### config.mk
export PLATFORM = sky130hd
export DESIGN_NAME = crt_47_61_64_to_bin_flat
export DESIGN_NICKNAME = d
export VERILOG_FILES = /design/src/rtl/crt_47_61_64_to_bin_pkg.sv /design/src/rtl/crt_47_61_64_to_bin_if.sv /design/src/rtl/crt_47_61_64_to_bin_mod61_reduce.sv /design/src/rtl/crt_47_61_64_to_bin.sv /design/src/flat_wrapper.sv
export SDC_FILE = /design/constraint.sdc
export NUM_CORES = 1
export LEC_CHECK = 0
export BUFFER_PORTS_ARGS = -buffer_cell sky130_fd_sc_hd__buf_4
export CORE_ASPECT_RATIO = 1.4
export CORE_MARGIN = 3
export CORE_UTILIZATION = 30
export CTS_BUF_LIST = sky130_fd_sc_hd__clkbuf_4
export CTS_CLUSTER_DIAMETER = 150
export DETAILED_ROUTE_END_ITERATION = 6
export PLACE_DENSITY = 0.41
export SETUP_SLACK_MARGIN = 0.1
export SYNTH_ARGS = -nofsm -noshare
export SYNTH_HDL_FRONTEND = slang
export SYNTH_SLANG_ARGS = --single-unit
export TNS_END_PERCENT = 10
### constraint.sdc
create_clock -name clk -period 25.2 [get_ports clk]
set_clock_uncertainty 0.2 [all_clocks]
set_input_delay 1.26 -clock clk [delete_from_list [all_inputs] [get_ports clk]]
set_output_delay 1.26 -clock clk [all_outputs]
set_load 0.01 [all_outputs]
### src/rtl/crt_47_61_64_to_bin_pkg.sv
// Shared constants for the {47, 61, 64} residue-to-binary converter.
package crt_47_61_64_to_bin_pkg;

    localparam int unsigned MOD_A   = 47;
    localparam int unsigned MOD_B   = 61;
    localparam int unsigned MOD_C   = 64;
    localparam int unsigned M_TOTAL = 183488;

    // Garner constants: inv(47) mod 61 and inv(47*61) mod 64.
    localparam int unsigned INV_A_MOD_B  = 13;
    localparam int unsigned INV_AB_MOD_C = 59;
    localparam int unsigned WEIGHT_AB    = 2867;

    // Multiple of 64 that keeps r64 - v1 - 47*v2 non-negative (>= 46 + 47*60).
    localparam int unsigned V3_BIAS = 45 * MOD_C;

    typedef logic [2:0] state_t;

    localparam state_t ST_IDLE = 3'd0;
    localparam state_t ST_V2   = 3'd1;
    localparam state_t ST_V3   = 3'd2;
    localparam state_t ST_ACC  = 3'd3;
    localparam state_t ST_DONE = 3'd4;

endpackage

### src/rtl/crt_47_61_64_to_bin_if.sv
// Residue-in / binary-out handshake bundle for the CRT converter.
interface crt_47_61_64_to_bin_if;

    logic        in_valid;
    logic        in_ready;
    logic [5:0]  R47;
    logic [5:0]  R61;
    logic [5:0]  R64;
    logic        out_valid;
    logic        out_ready;
    logic [17:0] X;
    logic        ERR;

    modport master (
        output in_valid, R47, R61, R64, out_ready,
        input  in_ready, out_valid, X, ERR
    );

    modport slave (
        input  in_valid, R47, R61, R64, out_ready,
        output in_ready, out_valid, X, ERR
    );

endinterface

### src/rtl/crt_47_61_64_to_bin_mod61_reduce.sv
// Combinational 13-bit to mod-61 reduction using 2^6 mod 61 = 3.
module mod61_reduce (
    input  logic [12:0] a,
    output logic [5:0]  r
);

    logic [8:0] fold1;
    logic [6:0] fold2;

    // Two folds bring any 13-bit value below 122, so one subtract finishes it.
    always_comb begin
        fold1 = 9'(a[12:6]) * 9'd3 + 9'(a[5:0]);
        fold2 = 7'(fold1[8:6]) * 7'd3 + 7'(fold1[5:0]);
        r     = (fold2 >= 7'd61) ? 6'(fold2 - 7'd61) : fold2[5:0];
    end

endmodule

### src/rtl/crt_47_61_64_to_bin.sv
// Mixed-radix (Garner) conversion of a {47, 61, 64} residue triple to binary.
module crt_47_61_64_to_bin
    import crt_47_61_64_to_bin_pkg::*;
(
    input  logic                         clk,
    input  logic                         rst_n,
    crt_47_61_64_to_bin_if.slave         bus
);

    state_t      state_q, state_d;
    logic [5:0]  r47_q, r47_d;
    logic [5:0]  r61_q, r61_d;
    logic [5:0]  r64_q, r64_d;
    logic [5:0]  v2_q, v2_d;
    logic [5:0]  v3_q, v3_d;
    logic [17:0] x_q, x_d;
    logic        err_q, err_d;

    logic [12:0] v2_prod;
    logic [5:0]  v2_red;
    logic [5:0]  v3_low;
    logic [5:0]  v3_calc;
    logic [17:0] x_sum;
    logic        err_calc;

    mod61_reduce u_mod61 (
        .a (v2_prod),
        .r (v2_red)
    );

    // Mod-64 steps are plain truncation; the bias only avoids negative values.
    always_comb begin
        v2_prod  = (13'(r61_q) + 13'(MOD_B) - 13'(r47_q)) * 13'(INV_A_MOD_B);
        v3_low   = 6'(12'(r64_q) + 12'(V3_BIAS) - 12'(r47_q) - 12'(v2_q) * 12'(MOD_A));
        v3_calc  = 6'(v3_low * 6'(INV_AB_MOD_C));
        x_sum    = 18'(r47_q) + 18'(v2_q) * 18'(MOD_A) + 18'(v3_q) * 18'(WEIGHT_AB);
        err_calc = (r47_q > 6'(MOD_A - 1)) || (r61_q > 6'(MOD_B - 1));
    end

    always_comb begin
        state_d = state_q;
        r47_d   = r47_q;
        r61_d   = r61_q;
        r64_d   = r64_q;
        v2_d    = v2_q;
        v3_d    = v3_q;
        x_d     = x_q;
        err_d   = err_q;
        case (state_q)
            ST_IDLE: begin
                if (bus.in_valid) begin
                    r47_d   = bus.R47;
                    r61_d   = bus.R61;
                    r64_d   = bus.R64;
                    state_d = ST_V2;
                end
            end
            ST_V2: begin
                v2_d    = v2_red;
                state_d = ST_V3;
            end
            ST_V3: begin
                v3_d    = v3_calc;
                state_d = ST_ACC;
            end
            ST_ACC: begin
                err_d   = err_calc;
                x_d     = err_calc ? '0 : x_sum;
                state_d = ST_DONE;
            end
            ST_DONE: begin
                if (bus.out_ready) begin
                    state_d = ST_IDLE;
                end
            end
            default: state_d = ST_IDLE;
        endcase
    end

    always_ff @(posedge clk or negedge rst_n) begin
        if (!rst_n) begin
            state_q <= ST_IDLE;
            r47_q   <= '0;
            r61_q   <= '0;
            r64_q   <= '0;
            v2_q    <= '0;
            v3_q    <= '0;
            x_q     <= '0;
            err_q   <= 1'b0;
        end else begin
            state_q <= state_d;
            r47_q   <= r47_d;
            r61_q   <= r61_d;
            r64_q   <= r64_d;
            v2_q    <= v2_d;
            v3_q    <= v3_d;
            x_q     <= x_d;
            err_q   <= err_d;
        end
    end

    assign bus.in_ready  = (state_q == ST_IDLE);
    assign bus.out_valid = (state_q == ST_DONE);
    assign bus.X         = x_q;
    assign bus.ERR       = err_q;

endmodule

### src/flat_wrapper.sv
// flat-port wrapper written by rule: the top's interface ports become plain ports
module crt_47_61_64_to_bin_flat import crt_47_61_64_to_bin_pkg::*;
  (clk, rst_n, bus_in_valid, bus_R47, bus_R61, bus_R64, bus_out_ready, bus_in_ready, bus_out_valid, bus_X, bus_ERR);
  crt_47_61_64_to_bin_if bus_i ();
  input  logic clk;
  input  logic rst_n;
  input wire logic [$bits(bus_i.in_valid)-1:0] bus_in_valid;
  input wire logic [$bits(bus_i.R47)-1:0] bus_R47;
  input wire logic [$bits(bus_i.R61)-1:0] bus_R61;
  input wire logic [$bits(bus_i.R64)-1:0] bus_R64;
  input wire logic [$bits(bus_i.out_ready)-1:0] bus_out_ready;
  output wire logic [$bits(bus_i.in_ready)-1:0] bus_in_ready;
  output wire logic [$bits(bus_i.out_valid)-1:0] bus_out_valid;
  output wire logic [$bits(bus_i.X)-1:0] bus_X;
  output wire logic [$bits(bus_i.ERR)-1:0] bus_ERR;
  assign bus_i.in_valid = bus_in_valid;
  assign bus_i.R47 = bus_R47;
  assign bus_i.R61 = bus_R61;
  assign bus_i.R64 = bus_R64;
  assign bus_i.out_ready = bus_out_ready;
  assign bus_in_ready = bus_i.in_ready;
  assign bus_out_valid = bus_i.out_valid;
  assign bus_X = bus_i.X;
  assign bus_ERR = bus_i.ERR;
  crt_47_61_64_to_bin u_core (.clk(clk), .rst_n(rst_n), .bus(bus_i));
endmodule
==> results.toml, run 1 <==
[timing]
tns_ns = 0
worst_slew_pin_slew_ns = 0.992
rsz0062_at_grt = "no"
hold_viol = 0
fin_crit_ns = 8.77
period_share = 0.348
slew_headroom = 0.337
finalSetupViolCount = 0
maxSlewViolCount = 0
fmax_mhz = 114

[finish]
register_area_um2 = 1300
utilization = 0.339
layout_common_cells = "inv_1 (153), ha_1 (144), fa_1 (64), dfrtp_1 (52), xnor2_1 (46)"
drive_gt1_frac = 0.0935
area_growth_pct = 10.2
fill_cells = 2586
mostFrequentLayoutCell = "inv_1"
multi_input_area_um2 = 5510
finalNetCount = 1063
instances_no_fill = 1145

[setup_path]
crit_arrival_ns = 8.89
r2r-start = "u_core.r61_q[0]"
start_kind = "flip-flop"
crit_path_end_kind = "flip-flop"
crit_top_cell = "ha_1"
r2r_setup_slack_ns = 16.43
slowest_stage = "fa_1"
critPathMaxStageDelay_ns = 0.53
crit_family = "adder cells"
path_max_fanout = 6
reg2reg_depth = 35
worstPathRequired_ns = 25.31
rr_endpoint = "u_core.v2_q[1]"
crit_type = "reg -> reg"
crit_buf_inv = 5

[floorplan]
die_h_um = 192
std_cell_rows = 67
die_w_um = 139
start_util = 0.307
io_pins = 43
die-area_um2 = 26700
core-area_um2 = 24100

[yosys]
yosys_warnings = 0
syn_inst = 791
async_flop_share = 1.00
syn_nets = 1021
ys_seq_area_frac = 0.175
synth_cell_types = 57
syn_area_um2 = 7420
synth-edff-count = 0
synth_area_leaders = "ha_1 (24%), dfrtp_1 (18%), fa_1 (17%), inv_1 (7.7%), xnor2_1 (5.4%)"
synth.ff_latch_count = 52
avgSynthCellArea_um2 = 9.38
yosysTopAreaCellShare = 0.243
synthFlopType = "dfrtp_1"
synth_top_area_cell = "ha_1"

[drt]
ant_nets = 0
drt_first_pass_iters = 4
vias = 5217
detail_route.iter0.violations = 137
wirelength_um = 16200
avgRoutedWirePerCell_um = 14.2
avgViaCountPerCell = 4.56
drc = 0

[place]
place_inst = 1136
gp_congestion = 0.767
place.detailed.hpwl_um = 14200
port-buffer-count = 42

[global_routing]
grt_max_degree = 53
grt_antenna_before_repair = 1
use_met2 = 0.263
grtUsageMet1 = 0.139
grt_use_met3 = 0.0127
grt_pass1_vias = 5715
grt_usage = 0.127
top_usage_layer = "met2"
grt_overflow = 0
grt_pass1_wl_um = 27700

[run]
maxCapViolations = 0

[cts]
htree_levels = 2
cts_buffers = 5
post_cts_buffers = 0
clockRootBuffer = "clkbuf_4"
cts_hold_buf = 0
clk_pin_slew_ns = 0.18
cts_max_path_buffers = 2
clock_latency_ns = 0.41
tritoncts = "built"
cts.sinks = 52
cts_resized = 0

[worst_hold_path]
hp-start = "u_core.bus.X[4]"
holdCritPathClass = "reg -> reg"
holdPathEnd = "u_core.bus.X[4]"
hold_depth = 2

[status]
status = "finished, final reports clean"
-- cells in the mapped netlist, types with 3 or more instances --
master / count
ha_1: 144
a31oi_1: 3
nor2b_1: 9
dfrtp_1: 52
nor2_1: 29
o21ai_1: 18
nand2b_1: 10
a21oi_1: 28
or2_2: 3
o31ai_1: 4
xnor2_1: 46
fa_1: 64
o21ai_0: 34
o21bai_1: 3
mux2i_1: 3
mux2_2: 10
o21a_1: 18
inv_1: 153
nand3_1: 4
a22o_1: 3
a21oi_2: 4
clkbuf_1: 7
xor2_1: 20
a21o_1: 16
nor4_1: 3
nor3_1: 18
nand2_1: 45
-- area by class of cell --
cell class | count | share of cell area
well taps | 310 | 0.0474
multi-input cells | 578 | 0.673
repair buffers | 43 | 0.0395
clock buffers | 6 | 0.00551
inverters | 153 | 0.0702
flip-flops and latches | 52 | 0.159
diodes | 1 | 0.000306
clock inverters | 2 | 0.00474
-- flip-flops by register name (all words and copies together), names as in the netlist --
| name | cells |
|---|---|
| u_core.v3_q | 6 |
| u_core.state_q | 3 |
| u_core.v2_q | 6 |
| u_core.r61_q | 6 |
| u_core.r64_q | 6 |
| u_core.bus.X | 18 |
| u_core.r47_q | 6 |
| u_core.bus.ERR | 1 |
-- how the worst max path moves through the flow --
| stage | end | slack (ns) | cells past startpoint | start |
|---|---|---|---|---|
| CTS | u_core.v2_q[1] | 16.34 | 35 | u_core.r61_q[0] |
| global route | u_core.v2_q[2] | 15.59 | 35 | u_core.r61_q[0] |
| floorplan | u_core.v2_q[1] | 16.99 | 35 | u_core.r61_q[0] |
| global placement | u_core.v2_q[1] | 16.49 | 35 | u_core.r61_q[0] |
| detailed placement | u_core.v2_q[1] | 16.39 | 35 | u_core.r61_q[0] |
| finish | u_core.v2_q[1] | 16.43 | 35 | u_core.r61_q[0] |
-- metal layers --
metal,part of all wire,vias up
met3,0.014,7
met2,0.57,36
met1,0.40,2471
met4,0.012,0
met5,0,-
li1,-,2703
-- logic make-up after synthesis --
group                      synth area share
adders and majority gates             0.415
buffers and inverters                0.0828
AOI/OAI and AO/OA                     0.136
and+or+nand+nor                      0.0907
xor gates and xnor gates             0.0809
DFF                                   0.175
muxes                                0.0192
-- worst register-to-register path, delay by kind of cell (launching register included) --
kind                     cells  cell delay (ns)
AO/OA/AOI/OAI               13             2.49
buffers and inverters        5             0.34
multiplexers                 1             0.24
XOR/XNOR                     4             0.87
AND/OR/NAND/NOR              3             0.80
flip-flops                   1             0.45
adder cells (fa/ha/maj)      9             3.26
-- per-stage QoR --
stage	hold slack [ns]	cell area, um^2	setup WS, ns
global route	0.334	8180	15.59
finish	0.301	8180	16.43
floorplan	0.302	7420	16.99
CTS	0.309	8180	16.34
detailed placement	0.272	8090	16.39
global placement	0.265	8090	16.49
Power of run 1 is left out: the tool's default activity adds up to more than one toggle a clock period on the data nets, which glitch-free logic cannot reach.
==> inputs of run 2 (changes only) <==
--- a/config.mk
+++ b/config.mk
@@ -5,6 +5,7 @@
 export SDC_FILE = /design/constraint.sdc
 export NUM_CORES = 1
 export LEC_CHECK = 0
+export ABC_AREA = 1
 export BUFFER_PORTS_ARGS = -buffer_cell sky130_fd_sc_hd__buf_4
 export CORE_ASPECT_RATIO = 1.4
 export CORE_MARGIN = 3
==> constraint.sdc (replaced) <==
create_clock -name clk -period 8.4 [get_ports clk]
set_clock_uncertainty 0.2 [all_clocks]
set_input_delay 0.42 -clock clk [delete_from_list [all_inputs] [get_ports clk]]
set_output_delay 0.42 -clock clk [all_outputs]
set_load 0.01 [all_outputs]
==> results.toml, run 2 <==
[finish]
finalNetCount = 1294
largest_reg_flops = 18
multi_input_area_um2 = 5780
drive_gt1_frac = 0.103
layout_common_cells = "inv_1 (218), nand2_1 (206), ha_1 (136), fa_1 (61), a21oi_1 (57)"
utilization = 0.352
instances_no_fill = 1385
fill_cells = 2715
mostFrequentLayoutCell = "inv_1"
area_growth_pct = 15.0
register_area_um2 = 1300

[worst_hold_path]
holdCritPathClass = "in -> reg"
hold_depth = 3
holdPathEnd = "u_core.r64_q[3]"
hp-start = "bus_R64[3]"

[setup_path]
crit_type = "reg -> reg"
r2r_setup_slack_ns = 0.68
r2r-start = "u_core.r61_q[0]"
crit_arrival_ns = 7.89
crit_top_cell = "nand2_1"
rr_endpoint = "u_core.v2_q[4]"
crit_path_end_kind = "flip-flop"
start_kind = "flip-flop"
reg2reg_depth = 42
critPathMaxStageDelay_ns = 0.56
path_max_fanout = 8
slowest_stage = "fa_1"
crit_start = "u_core.r61_q[0]"
worstPathRequired_ns = 8.57

[yosys]
syn_inst = 996
async_flop_share = 1.00
syn_area_um2 = 7790
synth_most_common_cell = "inv_1"
synth_cell_types = 39
synth_area_leaders = "ha_1 (23%), dfrtp_1 (17%), fa_1 (16%), inv_1 (11%), nand2_1 (10%)"
synth_common_cells = "inv_1 (218), nand2_1 (207), ha_1 (144)"
yosysTopAreaCellShare = 0.231
syn_nets = 1226
ys_seq_area_frac = 0.167
synthFlopType = "dfrtp_1"
synth.ff_latch_count = 52
synth_top_area_cell = "ha_1"
avgSynthCellArea_um2 = 7.82
synth-edff-count = 0
yosys_warnings = 0

[global_routing]
grt_max_degree = 53
grt_overflow = 0
grt_antenna_before_repair = 1
grt_pass1_vias = 6752
grt_usage = 0.141
grt_pass1_wl_um = 31900

[floorplan]
core-area_um2 = 25500
die-area_um2 = 28000
die_h_um = 197
std_cell_rows = 69
start_util = 0.306
io_pins = 43
die_w_um = 142

[cts]
clk_pin_slew_ns = 0.17
clockRootBuffer = "clkbuf_4"
cts_max_path_buffers = 2
tritoncts = "built"
htree_levels = 2
cts_buffers = 5
cts.sinks = 52
clock_latency_ns = 0.42

[drt]
detail_route.iter0.violations = 110
avgViaCountPerCell = 4.47
avgRoutedWirePerCell_um = 13.4
vias = 6194
wirelength_um = 18600
drc = 0
drt_first_pass_iters = 4
ant_nets = 0

[timing]
finalSetupViolCount = 0
worst_slew_pin_slew_ns = 1.16
tns_ns = 0
hold_ws_ns = 0.0609
slew_headroom = 0.227
maxSlewViolCount = 0
rsz0062_at_grt = "no"
fin_crit_ns = 7.72
hold_viol = 0
fmax_mhz = 130
period_share = 0.919

[place]
place_inst = 1351
gp_congestion = 0.837
place.detailed.hpwl_um = 16200
port-buffer-count = 42

[run]
maxCapViolations = 0

[status]
status = "finished, final reports clean"
-- run 2: cell types whose count changed in the layout (fill, tap and decap cells not counted), moves of 20 or more --
cell	delta
nand3_1	+43
nand2_1	+161
xnor2_1	-32
dlygate4sd3_1	+20
a21oi_1	+29
inv_1	+65
-- run 2: cell families (layout without fill, tap and decap cells) --
logic type / after synthesis / count (layout) / share of synthesized area
xor gates and xnor gates: 42 / 42 / 0.0482
muxes: 3 / 3 / 0.00434
and+or+nand+nor: 335 / 335 / 0.184
buffers and inverters: 228 / 297 / 0.110
other: 0 / 1 / 0
DFF: 52 / 52 / 0.167
AOI/OAI and AO/OA: 128 / 128 / 0.0903
adders and majority gates: 208 / 208 / 0.396
-- run 2: worst max-delay path by stage --
stage	endpoint	slack [ns]	depth (start not counted)
after floorplan	u_core.v2_q[0]	0.94	40
after global placement	u_core.v2_q[0]	0.18	39
after detailed placement	u_core.v2_q[0]	0.22	39
after CTS	u_core.v2_q[0]	0.14	39
after global routing	u_core.v2_q[5]	0.07	42
final	u_core.v2_q[4]	0.68	42
-- run 2: layout make-up --
class | instances | area share
clock inverters | 2 | 0.00433
well taps | 319 | 0.0446
clock buffers | 6 | 0.00503
repair buffers | 68 | 0.0626
diodes | 1 | 0.000279
inverters | 221 | 0.0926
flip-flops and latches | 52 | 0.145
multi-input cells | 716 | 0.645
-- run 2: per-stage QoR --
stage | setup WS, ns | area [um^2]
2_1_floorplan | 0.944 | 7790
3_3_place_gp | 0.177 | 8480
3_5_place_dp | 0.217 | 8480
4_1_cts | 0.140 | 8760
5_1_grt | 0.0732 | 8950
6_report | 0.679 | 8950
-- run 2: worst max-delay path, delay by kind of cell, from the launching register on --
kind,cells,cell delay (ns)
AND/OR/NAND/NOR,14,1.40
flip-flops,1,0.46
XOR/XNOR,3,0.64
buffers and inverters,6,0.38
adder cells (fa/ha/maj),9,3.31
AO/OA/AOI/OAI,10,1.26
-- run 2: layer usage --
layer  part of all wire  global-route usage  up-vias
li1                   -                   -     3264
met1               0.39               0.149     2855
met2               0.57               0.283       55
met3              0.017              0.0175       20
met4              0.025              0.0434        0
met5                  0                   0        -
-- run 2: timing repair --
action                                 CTS  global route
resized for setup                        0            37
hold buffers                            20             0
endpoints found under the hold margin   71             0
setup buffers                            0             5
setup endpoints to repair                0             6
Power of run 2 is left out for the same reason.
